## config.mk

```make
export PLATFORM = sky130hd
export DESIGN_NAME = inv_bist_flat
export DESIGN_NICKNAME = d
export VERILOG_FILES = /design/src/rtl/inv_bist_if.sv /design/src/rtl/inv_bist.sv /design/src/flat_wrapper.sv
export SDC_FILE = /design/constraint.sdc
export NUM_CORES = 1
export LEC_CHECK = 0
export CORE_MARGIN = 1.5
export CORE_UTILIZATION = 50
export CTS_BUF_LIST = sky130_fd_sc_hd__clkbuf_2
export DETAILED_ROUTE_END_ITERATION = 7
export HOLD_SLACK_MARGIN = 0.06
export PLACE_DENSITY = 0.78
export SLEW_MARGIN = 20
export SYNTH_ARGS = -nofsm -noshare
export SYNTH_HDL_FRONTEND = slang
export SYNTH_SLANG_ARGS = --single-unit
```

## constraint.sdc

```tcl
create_clock -name clk -period 4.6 [get_ports clk]
set_input_delay 0.69 -clock clk [delete_from_list [all_inputs] [get_ports clk]]
set_output_delay 0.69 -clock clk [all_outputs]
set_load 0.01 [all_outputs]
```

## src/rtl/inv_bist_if.sv

```systemverilog
// inv_bist_if: start/result bundle between the BIST engine and its host,
// plus the stimulus/response pair to the unit under test.
interface inv_bist_if #(
    parameter int WIDTH = 1,
    parameter int CNT_W = 8
);
    logic             start;
    logic [WIDTH-1:0] dut_a;
    logic [WIDTH-1:0] dut_y;
    logic             busy;
    logic             done;
    logic             pass;
    logic [CNT_W-1:0] err_count;
    logic [WIDTH-1:0] fail_vec;

    modport master (
        input  start,
        input  dut_y,
        output dut_a,
        output busy,
        output done,
        output pass,
        output err_count,
        output fail_vec
    );

    modport slave (
        output start,
        output dut_y,
        input  dut_a,
        input  busy,
        input  done,
        input  pass,
        input  err_count,
        input  fail_vec
    );
endinterface

```

## src/rtl/inv_bist.sv

```systemverilog
// inv_bist: exhaustive sweep of an inverter-class unit, checks y == ~a.
// Optional macro INV_BIST_STOP_ON_FAIL_EN ends the sweep on the first miss.
module inv_bist #(
    parameter int WIDTH  = 1,
    parameter int SETTLE = 2,
    parameter int CNT_W  = 8
) (
    input  logic        clk,
    input  logic        reset,
    inv_bist_if.master  bus
);
    localparam int CW = (SETTLE > 1) ? $clog2(SETTLE) : 1;

    typedef enum logic [1:0] {
        IDLE,
        SETTLE_S,
        CHECK,
        DONE
    } state_t;

    state_t           state;
    logic [CW-1:0]    cnt;
    logic             first_fail;
    logic             miss;
    logic             last;
    logic [CNT_W-1:0] err_nxt;

    // Response check and saturating next error count.
    always_comb begin
        miss    = (bus.dut_y != ~bus.dut_a);
        last    = (bus.dut_a == '1);
        err_nxt = bus.err_count;
        if (miss && (bus.err_count != '1))
            err_nxt = bus.err_count + CNT_W'(1);
    end

    // Sweep FSM with registered status outputs.
    always_ff @(posedge clk or posedge reset) begin
        if (reset) begin
            state         <= IDLE;
            cnt           <= '0;
            first_fail    <= 1'b0;
            bus.dut_a     <= '0;
            bus.busy      <= 1'b0;
            bus.done      <= 1'b0;
            bus.pass      <= 1'b0;
            bus.err_count <= '0;
            bus.fail_vec  <= '0;
        end else begin
            unique case (state)
                IDLE, DONE: begin
                    if (bus.start) begin
                        state         <= SETTLE_S;
                        cnt           <= CW'(SETTLE - 1);
                        first_fail    <= 1'b0;
                        bus.dut_a     <= '0;
                        bus.busy      <= 1'b1;
                        bus.done      <= 1'b0;
                        bus.pass      <= 1'b0;
                        bus.err_count <= '0;
                        bus.fail_vec  <= '0;
                    end
                end
                SETTLE_S: begin
                    if (cnt != '0)
                        cnt <= cnt - CW'(1);
                    else
                        state <= CHECK;
                end
                CHECK: begin
                    bus.err_count <= err_nxt;
                    if (miss && !first_fail) begin
                        bus.fail_vec <= bus.dut_a;
                        first_fail   <= 1'b1;
                    end
`ifdef INV_BIST_STOP_ON_FAIL_EN
                    if (last || miss) begin
`else
                    if (last) begin
`endif
                        state    <= DONE;
                        bus.busy <= 1'b0;
                        bus.done <= 1'b1;
                        bus.pass <= (err_nxt == '0);
                    end else begin
                        state     <= SETTLE_S;
                        cnt       <= CW'(SETTLE - 1);
                        bus.dut_a <= bus.dut_a + WIDTH'(1);
                    end
                end
                default: state <= IDLE;
            endcase
        end
    end
endmodule

```

## src/flat_wrapper.sv

```systemverilog
// flat-port wrapper written by rule: the top's interface ports become plain ports
module inv_bist_flat 
#(
    parameter int WIDTH  = 1,
    parameter int SETTLE = 2,
    parameter int CNT_W  = 8
)
  (clk, reset, bus_start, bus_dut_y, bus_dut_a, bus_busy, bus_done, bus_pass, bus_err_count, bus_fail_vec);
  inv_bist_if #(.WIDTH(WIDTH), .CNT_W(CNT_W)) bus_i ();
  input  logic clk;
  input  logic reset;
  input wire logic [$bits(bus_i.start)-1:0] bus_start;
  input wire logic [$bits(bus_i.dut_y)-1:0] bus_dut_y;
  output wire logic [$bits(bus_i.dut_a)-1:0] bus_dut_a;
  output wire logic [$bits(bus_i.busy)-1:0] bus_busy;
  output wire logic [$bits(bus_i.done)-1:0] bus_done;
  output wire logic [$bits(bus_i.pass)-1:0] bus_pass;
  output wire logic [$bits(bus_i.err_count)-1:0] bus_err_count;
  output wire logic [$bits(bus_i.fail_vec)-1:0] bus_fail_vec;
  assign bus_i.start = bus_start;
  assign bus_i.dut_y = bus_dut_y;
  assign bus_dut_a = bus_i.dut_a;
  assign bus_busy = bus_i.busy;
  assign bus_done = bus_i.done;
  assign bus_pass = bus_i.pass;
  assign bus_err_count = bus_i.err_count;
  assign bus_fail_vec = bus_i.fail_vec;
  inv_bist #(.WIDTH(WIDTH), .SETTLE(SETTLE), .CNT_W(CNT_W)) u_core (.clk(clk), .reset(reset), .bus(bus_i));
endmodule
```

==> key figures, run 1 <==
Outcome
  • Status: finished clean

Synth
  • Async SR Flop Fraction: 100.0%
  • YS warnings: 0
  • Synth top area cells: dfrtp_1, a21oi_1, nand2_1
  • Mapped Area: 1115 um2
  • Yosys reg bits: 17
  • Xor and xnor area share after synthesis: 4.040%
  • Largest family of logic cells by synthesized area: simple AND/OR/NAND/NOR gates
  • Share of the yosys chip area belonging to registers: 38.16%
  • Synth Area per Inst: 8.710 um2
  • Synth Area in Adders: 4.489%
  • Area share of the largest cell type after synthesis: 38.16%
  • Simple-Gate Fraction of Synth Area: between 20% and 30%
  • Proportion of synthesized area in mux cells: 2.806%
  • Primary FF master, synth: dfrtp_1
  • EDFF count, synth: 0
  • Syn Inst Count: 128
  • Syn Nets: 136
  • Synth Area in Compound Gates: 20.65%
  • Largest area contributor in the netlist: dfrtp_1
  • Synth unique cells: 44

Die
  • Width of the chip: 50.22 um
  • CORE AREA: roughly 2000 um2
  • I/O pin cnt: 17
  • Die ar.: 2522 um2
  • Chip height: 50.22 um
  • # rows: 16
  • Initial Utilization: 55.14%

Cells and area
  • Non-Filler Instances: 168
  • Antenna Cells: 0
  • Commonest cells after routing, fill and taps aside: dfrtp_1, clkdlybuf4s50_1, a21oi_1, nand2_1, nor2_1
  • Design area: roughly 1300 um2
  • Layout cells sized above 1: 9.220%
  • Nets: 150
  • Commonest non-fill, non-tap cell in the layout: dfrtp_1
  • Area grow syn2layout: 15.71%
  • Layout Utilization: between 60% and 70%

STA
  • Final TNS setup: 0 ns
  • RSZ-0062 raised after global routing: no
  • Final hold violations: 0
  • Final worst clock skew: between 0.003 and 0.004 ns
  • Tcrit/Tclk final: roughly half
  • Tmin final: 2.248 ns
  • Worst hold slack: between 0.5 and 0.6 ns
  • Max Transition Viols Final: 0
  • Setup-failing EPs final: 0
  • Least-Margin Pin Slew: approximately 0.81 ns
  • Fmax achieved: ~440 MHz
  • Slew margin rel.: 44.27%

Power
  • Clock Power Share: approximately an eighth
  • Logic pwr share: 46.0%
  • Switching portion of total power: 41.41%
  • PD cells: 395.1 nW/um2
  • Sequential power share: 40.6%
  • Cell Int Power: 0.2986 mW
  • Psw: 0.2111 mW
  • Max VDD drop: between 200 and 300 uV
  • Leak: between 0.5 and 0.6 nW

GRT
  • Number of global-route vias before repair: 923
  • Global-route wire length before repair: just under 4000 um
  • Largest net degree at the start of global routing: 18
  • Initial antenna violation count: 0
  • Global route overflow: 0
  • GRT Util Overall: 19.62%

Setup path
  • Critical path data arrival time: 1.56 ns
  • Critical path depth in cells: 1
  • Worst Path Max Fanout: 10
  • Crit-path cells: clkdlybuf4s50_1
  • Register-to-Register Path Depth: 7
  • CP top delay family: flip-flops
  • Critical-path top delay cell: dfrtp_1
  • Critical Path End Type: output pin
  • Crit path required time: 3.91 ns
  • CP Launch Type: register
  • Crit-path max cell delay: 0.64 ns
  • Buf/Inv on CP: 1
  • Crit Path Category: register to output pin

Detailed routing
  • Wire length per cell: 13.01 um
  • Post-Route WL: ~2200 um
  • TritonRoute pass-1 iters: 4
  • Via count: ~980
  • DRT iter0 DRCs: 17
  • Remaining antenna violation count: 0
  • Number of remaining DRC errors: 0
  • Vias per inst: 5.845

Worst hold path
  • Hold Path Class: register to register
  • WHS Path Cells: 2

CTS
  • CTS Sinks: 17
  • CTS tree: built
  • CTS buffer count: 3
  • CTS root buffer: clkbuf_2
  • CTS clk-pin slew, worst paths: 0.15 ns
  • Post-CTS setup buffers: 0
  • Clock Tree Buf Depth: 2
  • H-tree depth: 1
  • Hold buffer count at cts: 0
  • Clk Latency, worst-skew pair: 0.29 ns
  • Cts repair resizes: 0

Place
  • Post-DP HPWL: approximately 1600 um
  • Cell count after placement: ~160
  • Gpl congestion: 0.8874
  • Port buffer count: 16
  • Placed Area: 1270 um2

Run
  • Max-Cap Viols: 0
metrics by stage:
step	worst slack (ns)	power (mW)
6_report	2.352	0.5096
5_1_grt	2.115	0.5572
4_1_cts	2.340	0.5126
3_5_place_dp	2.100	0.4454
3_3_place_gp	2.165	0.4344
2_1_floorplan	2.739	0.3868
power groups by stage:
stage,Clock [mW],Combinational [mW],Sequential [mW]
2_1_floorplan,0,0.184,0.202
3_3_place_gp,0,0.226,0.209
3_5_place_dp,0,0.236,0.210
4_1_cts,0.0694,0.236,0.207
5_1_grt,0.0775,0.267,0.213
6_report,0.0679,0.235,0.207
layer usage:
| layer | wire [um] | vias up | track usage, % |
|---|---|---|---|
| li1 | - | 490 | - |
| met1 | 1024 | 464 | 25.77 |
| met2 | 1079 | 24 | 34.21 |
| met3 | 65 | 4 | 2.679 |
| met4 | 17 | 0 | 4.167 |
| met5 | 0 | - | 0 |
layout make-up:
type                       instances  area (um2)
sequential                        17       425.4
timing repair buffer              16       160.2
multi-input combinational        100       635.6
fill                             182       732.0
inverter                           4       15.01
clock buffer                       4       20.02
tap                               27       33.78
worst paths after layout:
| check | from | end | slack, ns |
|---|---|---|---|
| worst min-delay path | u_core.bus.busy | u_core.bus.busy | 0.54 |
| worst max register to register | u_core.state[0] | u_core.bus.fail_vec | 2.37 |
| worst max-delay path | u_core.bus.dut_a | bus_dut_a | 2.35 |
| min in group asynchronous | reset | u_core.first_fail | 0.77 |
| max in group asynchronous | reset | u_core.bus.err_count[0] | 3.41 |
| worst min register to register | u_core.bus.busy | u_core.bus.busy | 0.54 |
cell usage after synthesis (2+ instances only):
cell and count:
a21oi_1 15, a22o_1 2, and3_1 2, clkbuf_1 4, dfrtp_1 17, ha_1 4
inv_1 4, mux2i_1 2, nand2_1 14, nand2b_1 2, nand3_1 4, nand4_1 2
nor2_1 14, nor3_1 5, o21ai_0 3, o21ai_1 4, or4_1 2, xnor2_1 2
sequential cells by signal (all words and copies together) (netlist names):
name / cells
u_core.bus.done: 1
u_core.bus.err_count: 8
u_core.bus.pass: 1
u_core.bus.dut_a: 1
u_core.state: 2
u_core.first_fail: 1
u_core.cnt: 1
u_core.bus.fail_vec: 1
u_core.bus.busy: 1
cell families after synthesis:
logic type               Yosys count
AND/OR/NAND/NOR                   54
AO/OA/AOI/OAI                     36
flip-flops                        17
buffers and inverters             11
adder cells (fa/ha/maj)            4
XOR/XNOR                           3
multiplexers                       3
(Power assumes the default switching activity.)
==> run 2: changes to the inputs <==
--- a/config.mk
+++ b/config.mk
@@ -10,7 +10,7 @@
 export CTS_BUF_LIST = sky130_fd_sc_hd__clkbuf_2
 export DETAILED_ROUTE_END_ITERATION = 7
 export HOLD_SLACK_MARGIN = 0.06
-export PLACE_DENSITY = 0.78
+export PLACE_DENSITY = 0.81
 export SLEW_MARGIN = 20
 export SYNTH_ARGS = -nofsm -noshare
 export SYNTH_HDL_FRONTEND = slang
==> constraint.sdc (replaced) <==
create_clock -name clk -period 1.8 [get_ports clk]
set_input_delay 0.27 -clock clk [delete_from_list [all_inputs] [get_ports clk]]
set_output_delay 0.27 -clock clk [all_outputs]
set_load 0.01 [all_outputs]
==> run 2 against run 1 <==
  * Flip-flop and latch count stayed put
  * Final cell count is 14% higher
  * Clock power grew to 2.8 times the previous value
  * Critical path depth is 1 higher
  * Largest cell class unchanged
  * Setup slack worse by 2.3 ns
  * Register-to-register slack worse by 2.3 ns
  * Highest routed layer unchanged
  * Hold slack worse by 0.31 ns
  * Routed wire length is 18% higher
  * Sequential power is 150% higher
  * Global-route usage is 2.4 points higher
  * Power grew to 3.0 times the previous value
  * Clock skew is 0.014 ns higher
==> key figures, run 2 (synthesis results as in run 1) <==
Run
  • Max-Cap Viols: 0 (unchanged)

Cells and area
  • Nets: 173 (+15%)
  • Area grow syn2layout: 34.01%
  • Reg with most FFs: u_core.bus.err_count
  • Commonest non-fill, non-tap cell in the layout: buf_4
  • Antenna Cells: 0 (unchanged)
  • Max reg flops: 8 (unchanged)
  • Largest regs: u_core.bus.err_count: 8 flops, u_core.state: 2 flops
  • Commonest cells after routing, fill and taps aside: buf_4, dfrtp_1, a21oi_1, clkdlybuf4s50_1
  • Layout cells sized above 1: 24.39% (+15 points)
  • Design area: 1494 um2 (+16%)

Setup path
  • Crit path required time: 1.53 ns (-2.38 ns)
  • Worst Path Max Fanout: 6 (-4)
  • CP Launch Type: register
  • Crit-path cells: buf_4 -> clkdlybuf4s50_1
  • Crit Path Category: register to output pin
  • CP top delay family: buffers and inverters
  • Buf/Inv on CP: 2 (+1)
  • Critical path data arrival time: 1.48 ns (-0.08 ns)
  • Critical Path End Type: output pin
  • Critical-path top delay cell: clkdlybuf4s50_1
  • Crit-path max cell delay: 0.53 ns (-0.11 ns)

Place
  • Post-DP HPWL: 1966 um (+22%)
  • Placed Area: 1440 um2 (+13%)
  • Gpl congestion: 0.8896 (+0.25%)
  • Port buffer count: 16 (unchanged)

GRT
  • Largest net degree at the start of global routing: 18 (unchanged)
  • Initial antenna violation count: 0 (unchanged)
  • Number of global-route vias before repair: 952 (+3.1%)
  • Global route overflow: 0 (unchanged)
  • GRT Util Overall: 21.97% (+2.4 points)
  • Global-route wire length before repair: 4236 um (+9.1%)

CTS
  • CTS tree: built
  • Clk Latency, worst-skew pair: 0.32 ns (+0.03 ns)
  • CTS root buffer: clkbuf_2
  • Clock Tree Buf Depth: 2 (unchanged)
  • H-tree depth: 1 (unchanged)
  • CTS buffer count: 3 (unchanged)
  • CTS clk-pin slew, worst paths: 0.18 ns (+0.03 ns)
  • CTS Sinks: 17 (unchanged)

Power
  • Max VDD drop: 833.0 uV (+210%)
  • Leak: 0.6756 nW (+23%)
  • PD cells: 1032 nW/um2 (+160%)

Die
  • Initial Utilization: 55.14% (unchanged)
  • Chip height: 50.22 um (unchanged)
  • Die ar.: 2522 um2 (unchanged)
  • I/O pin cnt: 17 (unchanged)
  • CORE AREA: 2022 um2 (unchanged)
  • # rows: 16 (unchanged)
  • Width of the chip: 50.22 um (unchanged)

STA
  • Tmin final: about 1.7 ns
  • Final worst clock skew: 0.01808 ns (+0.01441 ns)
  • Slew margin rel.: 80.55% (+36 points)
  • Worst hold slack: 0.2217 ns (-0.3149 ns)
  • Fmax achieved: 571.4 MHz
  • Least-Margin Pin Slew: 0.2896 ns (-0.5231 ns)
  • Max Transition Viols Final: 0 (unchanged)
  • Setup-failing EPs final: 0 (unchanged)
  • Final hold violations: 0 (unchanged)
  • Tcrit/Tclk final: 97.22%

Detailed routing
  • TritonRoute pass-1 iters: 4 (unchanged)
  • DRT iter0 DRCs: 24 (+7)
  • Wire length per cell: 13.53 um (+4.0%)
  • Remaining antenna violation count: 0 (unchanged)
  • Via count: 1071 (+9.1%)
  • Number of remaining DRC errors: 0 (unchanged)
  • Post-Route WL: 2585 um (+18%)
  • Vias per inst: 5.607 (-4.1%)

Worst hold path
  • Hold Path Class: input port to asynchronous set/reset pin

Outcome
  • Status: finished clean
==> run 2: cell type report <==
cell class,count,area [um2]
Inverter,4,15.01
Timing Repair Buffer,39,335.3
Clock buffer,4,20.02
Fill cell,167,528.0
Multi-Input combinational cell,100,663.1
Sequential cell,17,426.7
Tap cell,27,33.78
==> run 2: metrics by stage <==
| step | util [%] | power [mW] | TNS, ns | worst slack [ns] | std cells |
|---|---|---|---|---|---|
| floorplan | - | 1.019 | 0 | 0.002204 | 128 |
| global placement | 71.23 | 1.273 | -0.3085 | -0.1477 | 185 |
| detailed placement | 71.23 | 1.311 | -0.5112 | -0.1984 | 185 |
| CTS | 72.28 | 1.490 | 0 | 0.02045 | 189 |
| global route | 73.89 | 1.664 | -0.005550 | -0.005550 | 191 |
| finish | 73.89 | 1.542 | 0 | 0.05002 | 191 |
==> run 2: worst paths after layout <==
check / from / to / slack [ns] / cells after the start
worst min-delay path: reset / u_core.bus.err_count[4] / 0.22 / 3
worst max register to register: u_core.bus.err_count[1] / u_core.bus.pass / 0.06 / 6
min in group clk: u_core.bus.busy / u_core.bus.busy / 0.53 / 2
max in group asynchronous: reset / u_core.bus.done / 1.37 / 3
worst min register to register: u_core.bus.busy / u_core.bus.busy / 0.53 / 2
worst max-delay path: u_core.bus.err_count[5] / bus_err_count[5] / 0.05 / 2
==> run 2: report_power, final <==
group	total (mW)	internal, mW	switching [mW]
combinational	0.835	0.422	0.413
sequential	0.517	0.449	0.0686
clock	0.189	0.0588	0.131
==> run 2: metal layers <==
layer / vias to the layer above / routed length [um] / GRT usage (%)
met5: - / 0 / 0
met4: 0 / 45 / 7.407
met3: 5 / 111 / 3.869
met2: 31 / 1175 / 33.77
met1: 500 / 1252 / 31.15
li1: 535 / - / -
==> run 2: repair_timing <==
action,in CTS,in global routing
setup endpoints to repair,1,6
cloned,0,0
hold buffers,0,0
setup buffers,0,2
gates resized for setup,1,4
pin swaps,0,2
==> run 2: worst reg2reg max path: cells and delay by family (launching register included) <==
kind	cells	cell delay, ns
simple gates	3	0.74
flops	1	0.40
compound gates	2	0.31
fa+ha+maj	1	0.22
==> run 3: changes to the inputs <==
--- a/config.mk
+++ b/config.mk
@@ -5,13 +5,13 @@
 export SDC_FILE = /design/constraint.sdc
 export NUM_CORES = 1
 export LEC_CHECK = 0
+export CAP_MARGIN = 40
 export CORE_MARGIN = 1.5
 export CORE_UTILIZATION = 50
 export CTS_BUF_LIST = sky130_fd_sc_hd__clkbuf_2
 export DETAILED_ROUTE_END_ITERATION = 7
 export HOLD_SLACK_MARGIN = 0.06
 export PLACE_DENSITY = 0.81
-export SLEW_MARGIN = 20
 export SYNTH_ARGS = -nofsm -noshare
 export SYNTH_HDL_FRONTEND = slang
 export SYNTH_SLANG_ARGS = --single-unit
==> results of run 3 <==
No change in the layout: final DEF, timing and power equal those of run 2.
==> variant 1 (flow settings as in run 3) <==
The 4 states of `state_t` get a one-hot encoding in 4 bits.
--- a/src/rtl/inv_bist.sv
+++ b/src/rtl/inv_bist.sv
@@ -13,7 +13,7 @@
 
-    typedef enum logic [1:0] {
-        IDLE,
-        SETTLE_S,
-        CHECK,
-        DONE
+    typedef enum logic [3:0] {
+        IDLE     = 4'b0001,
+        SETTLE_S = 4'b0010,
+        CHECK    = 4'b0100,
+        DONE     = 4'b1000
     } state_t;
Function: same outputs for any inputs over 10 cycles, from zero or initial values and one cycle with reset high; not proved beyond that.
==> variant 1 against run 3 <==
- routed wire length down 3.4%
- hold slack better by 0.021 ns
- count of clock-buffer cells in the layout unchanged
- combinational power down 42%
- first-iteration DRC count up 33%
- sequential cell count up 2
- final area up 0.75%
- sequential share of layout area up 3.4 points
- global-route usage down 0.36 points
- utilization down 6.5 points
- total power down 19%
- synthesized area up 8.0%
- setup slack worse by 0.039 ns
==> variant 1: results (changes against run 3) <==
proportion of layout cells with a drive suffix above 1 0.261 (was 0.244); count of cell types in the netlist 46 (was 44); Iteration-0 DRC Markers 32 (was 24); Filler cells 169 (was 167); top cells by area, synth dfrtp_1, nor2_1, mux2i_1, nand2_1, buf_6 (was dfrtp_1, a21oi_1, nand2_1, nor2_1, ha_1); first-pass GRT wire length 4270 um (was 4240 um); Post-Synthesis Cells 123 (was 128); status finished, final reports clean (unchanged); vias in the first global route 992 (was 952); RePlAce Congestion 0.904 (was 0.890); GRT Total Usage 0.216 (was 0.220); Total Nets Final 159 (was 173); delay-heaviest family, CP simple AND/OR/NAND/NOR gates (was buffers and inverters); worst-path fanout max 3 (was 6); WL final 2500 um (was 2590 um); Pleak 0.666 nW (was 0.676 nW); Mapped Nets 128 (was 136); largest net degree at the start of global routing 20 (was 18); commonest cells in the synthesized netlist dfrtp_1, nor2_1, nand2_1 (was dfrtp_1, a21oi_1, nand2_1, nor2_1, nor3_1); Avg Vias per Cell 5.70 (was 5.61); Largest stage delay, worst path 0.48 ns (was 0.53 ns); Largest regs u_core.bus.err_count: 8 flops, u_core.state: 4 flops (was u_core.bus.err_count: 8 flops, u_core.state: 2 flops); Area after DPL 1440 sq um (about the same); Slowest-stage cell, CP dfrtp_2 (was clkdlybuf4s50_1); Slew @ Worst Pin 0.340 ns (was 0.290 ns)
variant 1: changes by cell type after synthesis, moves of 3 or more:
cell      delta
ha_1         -3
mux2i_1      +3
clkbuf_1     -4
a21oi_1      -9
nand2_1      -3
variant 1: path summary, 6_finish.rpt:
check	end	startpoint	slack, ns	cells after the start
hold reg to reg	u_core.state[2]	u_core.cnt	0.44	1
setup / recovery	u_core.bus.pass	u_core.bus.dut_a	0.01	5
hold / removal	u_core.bus.pass	reset	0.24	3
max in group asynchronous	u_core.state[0]	reset	1.28	3
setup reg to reg	u_core.bus.pass	u_core.bus.dut_a	0.01	5
min in group clk	u_core.state[2]	u_core.cnt	0.44	1
variant 1: logic make-up (layout without fill, tap and decap cells):
kind of cell	count (synthesis)	after routing	synth area share
AND/OR/NAND/NOR	50	50	0.239
multiplexers	6	6	0.0509
AO/OA/AOI/OAI	30	30	0.172
flip-flops	19	19	0.396
XOR/XNOR	5	5	0.0520
adder cells (fa/ha/maj)	1	1	0.0104
buffers and inverters	12	42	0.0800
variant 1: worst register-to-register path, stage by stage, from the launching register on:
cell and delay, ns:
dfrtp_2 0.48, xor2_4 0.22, nor4_4 0.31, mux2_1 0.35, nor3_1 0.21, a31o_1 0.17
variant 1: area by class of cell:
cell class                      count  area [sq um]  share of cell area
Tap cell                           28          35.0              0.0233
Inverter                            3          11.3             0.00748
Timing Repair Buffer               35           305               0.203
Multi-Input combinational cell     92           652               0.433
Clock buffer                        4          20.0              0.0133
Sequential cell                    19           482               0.320
variant 1: metal layers:
metal  track usage  share of wire  wire [um]  up-vias
met4         0.101         0.0040         10        0
met1         0.273           0.46       1150      500
met2         0.352           0.49       1220       31
met3        0.0431          0.046        116        2
li1              -              -          -      499
met5             0              0          0        -
variant 1: what timing repair did:
item	in CTS	in global routing
setup endpoints to repair	2	6
resized for setup	2	4
pin swaps	0	2
buffers inserted	0	3
variant 1: per-stage QoR:
step / TNS, ns / hold slack, ns / total power, mW / setup WS (ns)
2_1_floorplan: 0 / 0.220 / 0.912 / 0.0260
3_3_place_gp: -0.305 / 0.411 / 1.02 / -0.242
3_5_place_dp: -0.490 / 0.418 / 1.05 / -0.284
4_1_cts: 0 / 0.236 / 1.24 / 0.0136
5_1_grt: -0.0474 / 0.250 / 1.35 / -0.0474
6_report: 0 / 0.243 / 1.25 / 0.0107
variant 1: report_power, final:
group | switching [mW] | leakage (nW) | internal [mW] | total [mW]
sequential | 0.0792 | 0.245 | 0.493 | 0.572
combinational | 0.255 | 0.404 | 0.232 | 0.486
clock | 0.132 | 0.0166 | 0.0589 | 0.191
==> variant 2 (settings of run 3) <==
Without the edit above. Build with the macro `INV_BIST_STOP_ON_FAIL_EN` defined.
--- a/src/rtl/inv_bist.sv
+++ b/src/rtl/inv_bist.sv
@@ -2,2 +2,4 @@
 // Optional macro INV_BIST_STOP_ON_FAIL_EN ends the sweep on the first miss.
+`define INV_BIST_STOP_ON_FAIL_EN
+
 module inv_bist #(
Function: changed (a bounded check fails within 10 cycles, from zero or initial values and one cycle with reset high).
==> variant 2 against run 3 <==
- synthesized area grew 8.3%
- critical path depth up 4
- setup slack lost 0.026 ns
- hold slack better by 0.010 ns
- total power up 18%
- sequential cell count did not move
- final area grew 4.3%
- utilization shrank 4.8 points
- count of clock-buffer cells in the layout did not move
- routed wire length increased by 20%
- critical path type is now reg -> reg
- highest routed layer unchanged
==> variant 2: results (changes against run 3) <==
register area share after synthesis 0.352 (was 0.382); met3 wire len 144 um (was 111 um); met2 WL 1500 um (was 1180 um); met3 GRT Util 0.0517 (was 0.0387); Avg Vias per Cell 6.04 (was 5.61); Slowest-stage cell, CP dfrtp_1 (was clkdlybuf4s50_1); status finished, final reports clean (unchanged); proportion of layout cells with a drive suffix above 1 0.241 (was 0.244); post-synthesis mux area share 0.0332 (was 0.0281); Pleak 0.667 nW (was 0.676 nW); post-route insts no fill 194 (was 191); worst path arrival time 2.02 ns (was 1.48 ns); internal power 1.02 mW (was 0.930 mW); Largest stage delay, worst path 0.39 ns (was 0.53 ns); WL final 3110 um (was 2590 um); worst setup path startpoint u_core.bus.dut_a (was u_core.bus.err_count[5]); CTS resizes 2 (was 1); top cells by area, synth dfrtp_1, ha_1, o21ai_0, nand2_1, a21oi_1 (was dfrtp_1, a21oi_1, nand2_1, nor2_1, ha_1); adder-cell share of the synthesized area 0.0415 (was 0.0449); vias in the first global route 1145 (was 952); Total Nets Final 175 (was 173); Iteration-0 DRC Markers 33 (was 24); Critical R2R Launch u_core.bus.dut_a (was u_core.bus.err_count[1]); Crit Path Category reg -> reg (was reg -> out); first-pass GRT wire length 5280 um (was 4240 um); RePlAce Congestion 0.916 (was 0.890); Detail Placement HPWL 2240 um (was 1970 um); worst-path fanout max 5 (was 6); Area after DPL 1470 sq um (was 1440 sq um); GRT Total Usage 0.268 (was 0.220); Post-Route M1 WL 1410 um (was 1250 um); reg-to-reg slack, setup 0.02 ns (was 0.06 ns); commonest cells in the synthesized netlist dfrtp_1, nand2_1, nor2_1, o21ai_0, inv_1 (was dfrtp_1, a21oi_1, nand2_1, nor2_1, nor3_1); final clock skew 0.00649 ns (was 0.0181 ns); XOR/XNOR share of the synthesized area 0.00725 (was 0.0404)
-- variant 2: how the worst min path moves through the flow --
stage / from / endpoint / slack (ns) / depth (start not counted)
after CTS: reset / u_core.bus.dut_a / 0.24 / 3
after global routing: reset / u_core.bus.dut_a / 0.26 / 3
final: reset / u_core.bus.dut_a / 0.23 / 3
after detailed placement: u_core.cnt / u_core.cnt / 0.51 / 2
after global placement: u_core.cnt / u_core.cnt / 0.50 / 2
after floorplan: reset / u_core.bus.busy / 0.20 / 1
-- variant 2: area by class of cell --
type	instances	area, sq um	share of cell area
clock buffers	4	20.0	0.0129
inverters	9	33.8	0.0217
multi-input cells	99	717	0.460
flip-flops and latches	17	429	0.276
well taps	28	35.0	0.0225
repair buffers	37	323	0.207
-- variant 2: per-stage QoR --
stage / setup WS (ns) / total power, mW / util
detailed placement: -0.248 / 1.57 / 0.651
global placement: -0.188 / 1.53 / 0.651
finish: 0.0241 / 1.82 / 0.691
global route: -0.0993 / 1.95 / 0.691
CTS: 0.00169 / 1.78 / 0.665
floorplan: 0.0189 / 1.16 / -
-- variant 2: critical path, delay by kind of cell, from the launching register on --
| family | cells | cell delay, ns |
|---|---|---|
| flops | 1 | 0.39 |
| fa+ha+maj | 1 | 0.33 |
| compound gates | 1 | 0.33 |
| buf+inv | 1 | 0.10 |
| xor+xnor | 1 | 0.13 |
| simple gates | 2 | 0.41 |
-- variant 2: power groups by stage --
| stage | clock (mW) | combinational [mW] | sequential [mW] |
|---|---|---|---|
| after floorplan | 0 | 0.608 | 0.553 |
| after global placement | 0 | 0.997 | 0.531 |
| after detailed placement | 0 | 1.04 | 0.533 |
| after CTS | 0.198 | 1.06 | 0.524 |
| after global routing | 0.219 | 1.19 | 0.539 |
| final | 0.196 | 1.09 | 0.526 |
